[src/rtl/adder_pkg.sv]
// Shared constants, slice helper and per-stage sideband bundle for the pipelined CLA adder.
package adder_pkg;

    localparam int CLA_GRP = 4;

    typedef struct packed {
        logic vld;
        logic carry;
        logic sub;
        logic sat;
    } sband_t;

    function automatic int slice_lo(input int k, input int sw);
        return k * sw;
    endfunction

endpackage

[src/rtl/cla_group4.sv]
// Combinational 4-bit carry-lookahead cell: slice sum plus group generate/propagate.
module cla_group4
    import adder_pkg::*;
(
    input  logic [CLA_GRP-1:0] a,
    input  logic [CLA_GRP-1:0] b,
    input  logic               c_in,
    output logic [CLA_GRP-1:0] s,
    output logic               g,
    output logic               p
);

    logic [CLA_GRP-1:0] gi;
    logic [CLA_GRP-1:0] pi;
    logic [CLA_GRP-1:0] c;

    assign gi = a & b;
    assign pi = a ^ b;

    assign c[0] = c_in;
    assign c[1] = gi[0] | (pi[0] & c_in);
    assign c[2] = gi[1] | (pi[1] & gi[0]) | (pi[1] & pi[0] & c_in);
    assign c[3] = gi[2] | (pi[2] & gi[1]) | (pi[2] & pi[1] & gi[0])
                | (pi[2] & pi[1] & pi[0] & c_in);

    assign s = pi ^ c;
    assign g = gi[3] | (pi[3] & gi[2]) | (pi[3] & pi[2] & gi[1])
             | (pi[3] & pi[2] & pi[1] & gi[0]);
    assign p = &pi;

endmodule

[src/rtl/pipe_cla_adder.sv]
// Pipelined carry-lookahead adder/subtractor, one WIDTH/STAGES slice per stage with valid/ready flow.
// Optional saturation on signed overflow is built only when ADDER_SAT_EN is defined.
module pipe_cla_adder
    import adder_pkg::*;
#(
    parameter int WIDTH  = 32,
    parameter int STAGES = 4
) (
    input  logic             clk,
    input  logic             rst_n,
    input  logic             in_valid,
    output logic             in_ready,
    input  logic [WIDTH-1:0] in_a,
    input  logic [WIDTH-1:0] in_b,
    input  logic             in_cin,
    input  logic             in_sub,
    input  logic             in_sat,
    output logic             out_valid,
    input  logic             out_ready,
    output logic [WIDTH-1:0] out_sum,
    output logic             out_cout,
    output logic             out_ovf,
    output logic             out_zero
);

    localparam int SW   = WIDTH / STAGES;
    localparam int NG   = SW / CLA_GRP;
    localparam int NGRP = WIDTH / CLA_GRP;

    logic             adv;
    logic             sat0;

    sband_t           sb_p  [STAGES];
    logic [WIDTH-1:0] a_p   [STAGES];
    logic [WIDTH-1:0] b_p   [STAGES];
    logic [WIDTH-1:0] sum_p [STAGES];

    sband_t           st_sb   [STAGES];
    logic [WIDTH-1:0] st_a    [STAGES];
    logic [WIDTH-1:0] st_b    [STAGES];
    logic [WIDTH-1:0] st_sum  [STAGES];
    logic [WIDTH-1:0] nxt_sum [STAGES];
    logic [STAGES-1:0] st_cin;
    logic [STAGES-1:0] st_cout;

    logic [WIDTH-1:0] cla_a;
    logic [WIDTH-1:0] cla_b;
    logic [WIDTH-1:0] cla_s;

    logic             a_msb;
    logic             b_msb;
    logic [WIDTH-1:0] raw_sum;
    logic [WIDTH-1:0] fin_sum;
    logic             fin_ovf;

`ifdef ADDER_SAT_EN
    function automatic logic [WIDTH-1:0] sat_value(input logic neg);
        return neg ? {1'b1, {(WIDTH-1){1'b0}}} : {1'b0, {(WIDTH-1){1'b1}}};
    endfunction

    assign sat0 = in_sat;
`else
    logic unused_sat;
    assign unused_sat = in_sat;
    assign sat0       = 1'b0;
`endif

    assign adv      = !out_valid | out_ready;
    assign in_ready = adv;

    // Stage inputs: stage 0 from the ports, stage k from the registers of stage k-1.
    always_comb begin
        st_sb[0]  = '{vld: in_valid, carry: (in_sub ? 1'b1 : in_cin), sub: in_sub, sat: sat0};
        st_a[0]   = in_a;
        st_b[0]   = in_b ^ {WIDTH{in_sub}};
        st_sum[0] = '0;
        for (int k = 1; k < STAGES; k++) begin
            st_sb[k]  = sb_p[k-1];
            st_a[k]   = a_p[k-1];
            st_b[k]   = b_p[k-1];
            st_sum[k] = sum_p[k-1];
        end
        cla_a  = '0;
        cla_b  = '0;
        st_cin = '0;
        for (int k = 0; k < STAGES; k++) begin
            cla_a[slice_lo(k, SW) +: SW] = st_a[k][slice_lo(k, SW) +: SW];
            cla_b[slice_lo(k, SW) +: SW] = st_b[k][slice_lo(k, SW) +: SW];
            st_cin[k]                    = st_sb[k].carry;
        end
    end

    // Carries cascade only between the groups of one slice; each slice head takes its stage carry.
    for (genvar i = 0; i < NGRP; i++) begin : g_grp
        logic g;
        logic p;
        logic cin;
        logic cout;

        if (i % NG == 0) begin : g_head
            assign cin = st_cin[i / NG];
        end else begin : g_link
            assign cin = g_grp[i-1].cout;
        end

        assign cout = g | (p & cin);

        cla_group4 u_cla (
            .a    (cla_a[i*CLA_GRP +: CLA_GRP]),
            .b    (cla_b[i*CLA_GRP +: CLA_GRP]),
            .c_in (cin),
            .s    (cla_s[i*CLA_GRP +: CLA_GRP]),
            .g    (g),
            .p    (p)
        );
    end

    for (genvar k = 0; k < STAGES; k++) begin : g_cout
        assign st_cout[k] = g_grp[k*NG + NG - 1].cout;
    end

    always_comb begin
        for (int k = 0; k < STAGES; k++) begin
            nxt_sum[k]                        = st_sum[k];
            nxt_sum[k][slice_lo(k, SW) +: SW] = cla_s[slice_lo(k, SW) +: SW];
        end
        a_msb   = cla_a[WIDTH-1];
        b_msb   = cla_b[WIDTH-1];
        raw_sum = nxt_sum[STAGES-1];
        fin_ovf = (a_msb == b_msb) & (raw_sum[WIDTH-1] != a_msb);
        fin_sum = raw_sum;
`ifdef ADDER_SAT_EN
        if (st_sb[STAGES-1].sat && fin_ovf) begin
            fin_sum = sat_value(a_msb);
        end
`endif
    end

    // Stage registers: sideband and the output stage are reset, operand/sum slices are not.
    always_ff @(posedge clk or negedge rst_n) begin
        if (!rst_n) begin
            for (int k = 0; k < STAGES; k++) begin
                sb_p[k] <= '0;
            end
            out_valid <= 1'b0;
            out_sum   <= '0;
            out_cout  <= 1'b0;
            out_ovf   <= 1'b0;
            out_zero  <= 1'b0;
        end else if (adv) begin
            for (int k = 0; k < STAGES-1; k++) begin
                sb_p[k] <= '{vld: st_sb[k].vld, carry: st_cout[k], sub: st_sb[k].sub, sat: st_sb[k].sat};
            end
            out_valid <= st_sb[STAGES-1].vld;
            out_sum   <= fin_sum;
            out_cout  <= st_cout[STAGES-1];
            out_ovf   <= fin_ovf;
            out_zero  <= (fin_sum == '0);
        end
    end

    always_ff @(posedge clk) begin
        if (adv) begin
            for (int k = 0; k < STAGES-1; k++) begin
                a_p[k]   <= st_a[k];
                b_p[k]   <= st_b[k];
                sum_p[k] <= nxt_sum[k];
            end
        end
    end

endmodule

[config.mk]
export PLATFORM = sky130hd
export DESIGN_NAME = pipe_cla_adder
export DESIGN_NICKNAME = d
export VERILOG_FILES = /design/src/rtl/adder_pkg.sv /design/src/rtl/cla_group4.sv /design/src/rtl/pipe_cla_adder.sv
export SDC_FILE = /design/constraint.sdc
export NUM_CORES = 1
export LEC_CHECK = 0
export ABC_AREA = 1
export CORE_ASPECT_RATIO = 0.5
export CORE_MARGIN = 4
export CORE_UTILIZATION = 55
export CTS_BUF_LIST = sky130_fd_sc_hd__clkbuf_8
export DETAILED_ROUTE_END_ITERATION = 6
export GPL_TIMING_DRIVEN = 1
export PLACE_DENSITY = 0.79
export SYNTH_ARGS = -nofsm -noshare
export SYNTH_HDL_FRONTEND = slang
export SYNTH_SLANG_ARGS = --single-unit
[constraint.sdc]
create_clock -name clk -period 6.9 [get_ports clk]
set_clock_uncertainty 0.2 [all_clocks]
set_input_delay 1.38 -clock clk [delete_from_list [all_inputs] [get_ports clk]]
set_output_delay 1.38 -clock clk [all_outputs]
set_load 0.03 [all_outputs]
# == After elaboration in Yosys (flattened, before gate mapping) ==
# Memories as Yosys holds them, arrays and structs flattened.
# Cells that the tools add are included.
# Widths: inputs -> output; s select.
# word_totals
regBits,42
ram_bits,384
output_inout_bits,37
memories,3
# classes
n_eq_ne,2
muxes,3
bitwise,227
n_reduce_logical,10
# mem_list
memory,depth,width,rd,rd_ports_with_merged_regs,write_ports,line_no,rtl
a_p,4,32,3,0,3,pipe_cla_adder.sv:34,logic [WIDTH-1:0] a_p [STAGES];
b_p,4,32,3,0,3,pipe_cla_adder.sv:35,logic [WIDTH-1:0] b_p [STAGES];
sum_p,4,32,3,0,3,pipe_cla_adder.sv:36,logic [WIDTH-1:0] sum_p [STAGES];
# ops
operator,count
$and 1x1->1,121
$or 1x1->1,81
$xor 4x4->4,16
$and 4x4->4,8
$logic_not 32->1,1
$reduce_and 4->1,8
$xor 32x32->32,1
$mux 1,3
$eq 1x1->1,1
$logic_not 1->1,1
$ne 1x1->1,1

# == Logic depth before layout (Yosys ltp) ==
# An unclocked memory read counts as a cell.
# depth
depth_word,12
depth_mapped,13
depth_no_buf,13

# == Cells and area by module ==
# Synthesis repeated with hierarchy kept, for this count alone.
# unflattened
hier_cells,643
area_unflattened_um2,7950.1
# modules_own_cells
module,instances,cells_per_inst,area_per_inst_um2,seq_area_each_um2
pipe_cla_adder,1,395,6428.7,5375.2
cla_group4,8,31,190.2,0.0

# == Worst setup path after synthesis ==
# No wires, ideal clock.
# synth_timing
path_type,input to output
start,input out_ready
end,output in_ready
arrival_ns,3.575
setup_slack_ns,1.745
cell_stages,4
path_buffers,2
cell_sequence,nor2_1 buf_2 inv_2 buf_2
# synth_between
elab_chain_len,1
# synth_lines
element,line_no,rtl
"start, declared",pipe_cla_adder.sv:19,"input logic out_ready,"
$or 1x1->1,pipe_cla_adder.sv:68,assign adv = !out_valid | out_ready;
"end, declared",pipe_cla_adder.sv:12,"output logic in_ready,"
# No other way between the ends.

# == Worst setup path after layout ==
# Ends and elaborated chain as after synthesis.

==> impl_metrics.py <==
metrics = {
    "routing": {
        "vias": 4405,
        "initialDrtViolationCount": 216,
        "routed_wl_um": 12600,
        "drtAntennaViolNets": 0,
        "wl_per_cell_um": 13.8,
        "vias_per_cell": 4.86,
        "first_pass_iters": 5,
        "post-route-drc-count": 0,
    },
    "setup_path": {
        "worstSetupPathType": "input port to output pin",
        "cp.arrival_ns": 3.30,
        "endpoint_kind": "output pin",
        "worstPathRequired_ns": 5.32,
        "crit_fanout": 47,
        "cp-start-kind": "input port",
    },
    "floorplan": {
        "placementRows": 30,
        "io_pins": 108,
        "die_w_um": 175,
        "start_util": 0.565,
        "fp.dieArea_mm2": 0.0160,
        "core_area_mm2": 0.0136,
        "die_h_um": 91.5,
    },
    "clocking": {
        "cts.htree.levels": 4,
        "post_cts_buffers": 0,
        "holdBufCountCts": 0,
        "cts.reportedPaths.clkPinSlew_ns": 0.10,
        "clk_latency_ns": 0.44,
        "clock_path_buffers": 2,
        "cts_buffers": 17,
        "cts_root_buf": "clkbuf_8",
        "cts_sinks": 186,
        "post_cts_resized": 0,
        "cts_tree": "yes",
    },
    "sta": {
        "tns_ns": 0,
        "tightest_slew_ns": 1.02,
        "final_hold_viol_count": 0,
        "setup_viol": 0,
        "slew_violations": 0,
        "clock.fmax_mhz": 205,
        "period_share": 0.707,
        "min_period_ns": 4.88,
        "grt_setup_unrepaired": "no",
        "slew_headroom": 0.317,
    },
    "synthesis": {
        "avgSynthCellArea_um2": 13.1,
        "yosys_register_bits": 186,
        "ys_seq_area_frac": 0.700,
        "yosys-top-cells-area": "edfxtp_1 56%, dfrtp_1 14%, nand2_1 7.7%",
        "synth_top_area_share": 0.563,
        "syn-cell-area_mm2": 0.00768,
        "ys.flop_type": "edfxtp_1",
        "synth.distinct_cells": 28,
        "syn_nets": 696,
        "synth_edf_count": 144,
        "synth_common_cells": "158 x nand2_1, 144 x edfxtp_1, 42 x dfrtp_1",
        "synthArstFlopShare": 0.226,
        "syn_inst": 585,
        "ys_warn_count": 0,
        "synth.most_common_cell": "nand2_1",
        "synth_top_cell_by_area": "edfxtp_1",
    },
    "placed_design": {
        "dpl_cell_area_mm2": 0.00895,
        "port_buffers": 106,
        "place_congestion": 0.775,
        "place_inst": 875,
        "dp_hpwl_um": 8670,
    },
    "cells_and_area": {
        "num-fill-cells": 1026,
        "syn_to_final_growth_pct": 21.5,
        "final_cells": 907,
        "num_antenna_cells": 0,
        "nets": 813,
        "final_area_mm2": 0.00933,
        "drive_above_1_share": 0.0643,
    },
    "global_route": {
        "grt_first_pass_wirelength_um": 20600,
        "antenna_found_initial": 0,
        "grt_max_degree": 83,
        "grtUsageTotal": 0.164,
        "grt_pass1_vias": 4359,
        "overflow": 0,
    },
    "run": {
        "maxCapViolations": 0,
    },
    "pwr": {
        "total_power_mw": 3.95,
        "peakVddDrop_mv": 0.126,
        "leakage_nw": 3.90,
        "p_per_area_mw_per_mm2": 424,
    },
    "run_status": {
        "outcome": "finished, final reports clean",
    },
    "hold_path": {
        "hold_class": "flip-flop to flip-flop",
    },
}
## worst max-delay path: stages
cell             delay [ns]
clkdlybuf4s50_1        0.50
nor2_4                 0.04
buf_4                  0.29
inv_6                  0.31
clkdlybuf4s50_1        0.74
## per-layer routing
metal	vias to the layer above	GRT usage	routed length (um)
met2	117	0.267	6190
met1	2056	0.214	5430
li1	2214	-	-
met4	0	0.0679	187
met3	18	0.0379	748
met5	-	0	0
## registers in the layout, indices dropped and copies added, names as in the netlist
register,cells
out_zero,1
sum_p,48
out_cout,1
a_p,48
g_grp.cin,3
sb_p,3
out_ovf,1
b_p,48
out_sum,32
out_valid,1
## worst paths after layout
path,from,to,slack [ns],cells past startpoint
max,out_ready,in_ready,2.02,5
min,b_p[0][31]$_DFFE_PP_,b_p[0][63]$_DFFE_PP_,0.22,0
max reg2reg,out_valid$_DFFE_PN0P_,a_p[0][90]$_DFFE_PP_,3.52,6
min reg2reg,b_p[0][31]$_DFFE_PP_,b_p[0][63]$_DFFE_PP_,0.22,0
max in group asynchronous,rst_n,out_sum[11]$_DFFE_PN0P_,4.95,1
min in group asynchronous,rst_n,out_ovf$_DFFE_PN0P_,0.89,1
## per-stage QoR
| stage | setup slack [ns] | util | hold slack [ns] |
|---|---|---|---|
| floorplan | 1.74 | - | 0.200 |
| detailed placement | 1.98 | 0.659 | 0.205 |
| CTS | 1.99 | 0.687 | 0.217 |
| global route | 1.89 | 0.687 | 0.230 |
| global placement | 2.01 | 0.659 | 0.202 |
| finish | 2.02 | 0.687 | 0.217 |
## where the power goes
part           total, mW  switching, mW  internal, mW  leakage (nW)
registers           1.92          0.170          1.75          1.97
logic               1.35          0.834         0.520          1.74
clock network      0.685          0.377         0.307         0.185
total               3.95           1.38          2.57          3.90
## layout by cell type (no fill, tap or decap), types with 2 or more instances in the layout
master / netlist / routed
inv_6: 0 / 3
dfrtp_1: 42 / 42
inv_1: 41 / 42
nand2_2: 4 / 4
nand3_1: 13 / 13
fa_1: 8 / 8
o21ai_0: 11 / 11
edfxtp_1: 144 / 144
buf_2: 12 / 2
nand3b_1: 3 / 3
a41oi_1: 2 / 2
nand4_1: 3 / 3
clkinvlp_4: 0 / 4
and3_1: 2 / 2
nand2_1: 158 / 158
clkinv_4: 0 / 2
o21bai_1: 2 / 2
a21oi_1: 15 / 15
xnor2_1: 9 / 9
buf_4: 0 / 4
nand3_2: 2 / 2
a31oi_1: 3 / 3
nor2_1: 33 / 32
ha_1: 32 / 32
clkbuf_8: 0 / 19
clkdlybuf4s50_1: 0 / 104
xor2_1: 39 / 39
## cell type report
cell class                 instances  area (um2)  area share
tap                              192         240      0.0257
inverter                          42         163      0.0174
sequential                       186        5380       0.576
clock inverter                    13         119      0.0127
timing repair buffer             110        1080       0.116
clock buffer                      19         262      0.0280
multi-input combinational        345        2090       0.224
## kinds of logic after synthesis
family | Yosys count | share of synthesized area
simple gates | 220 | 0.116
flops | 186 | 0.700
buf+inv | 54 | 0.0284
xor+xnor | 48 | 0.0548
fa+ha+maj | 40 | 0.0730
compound gates | 37 | 0.0275
No activity file was read; power rests on OpenSTA's default activity.
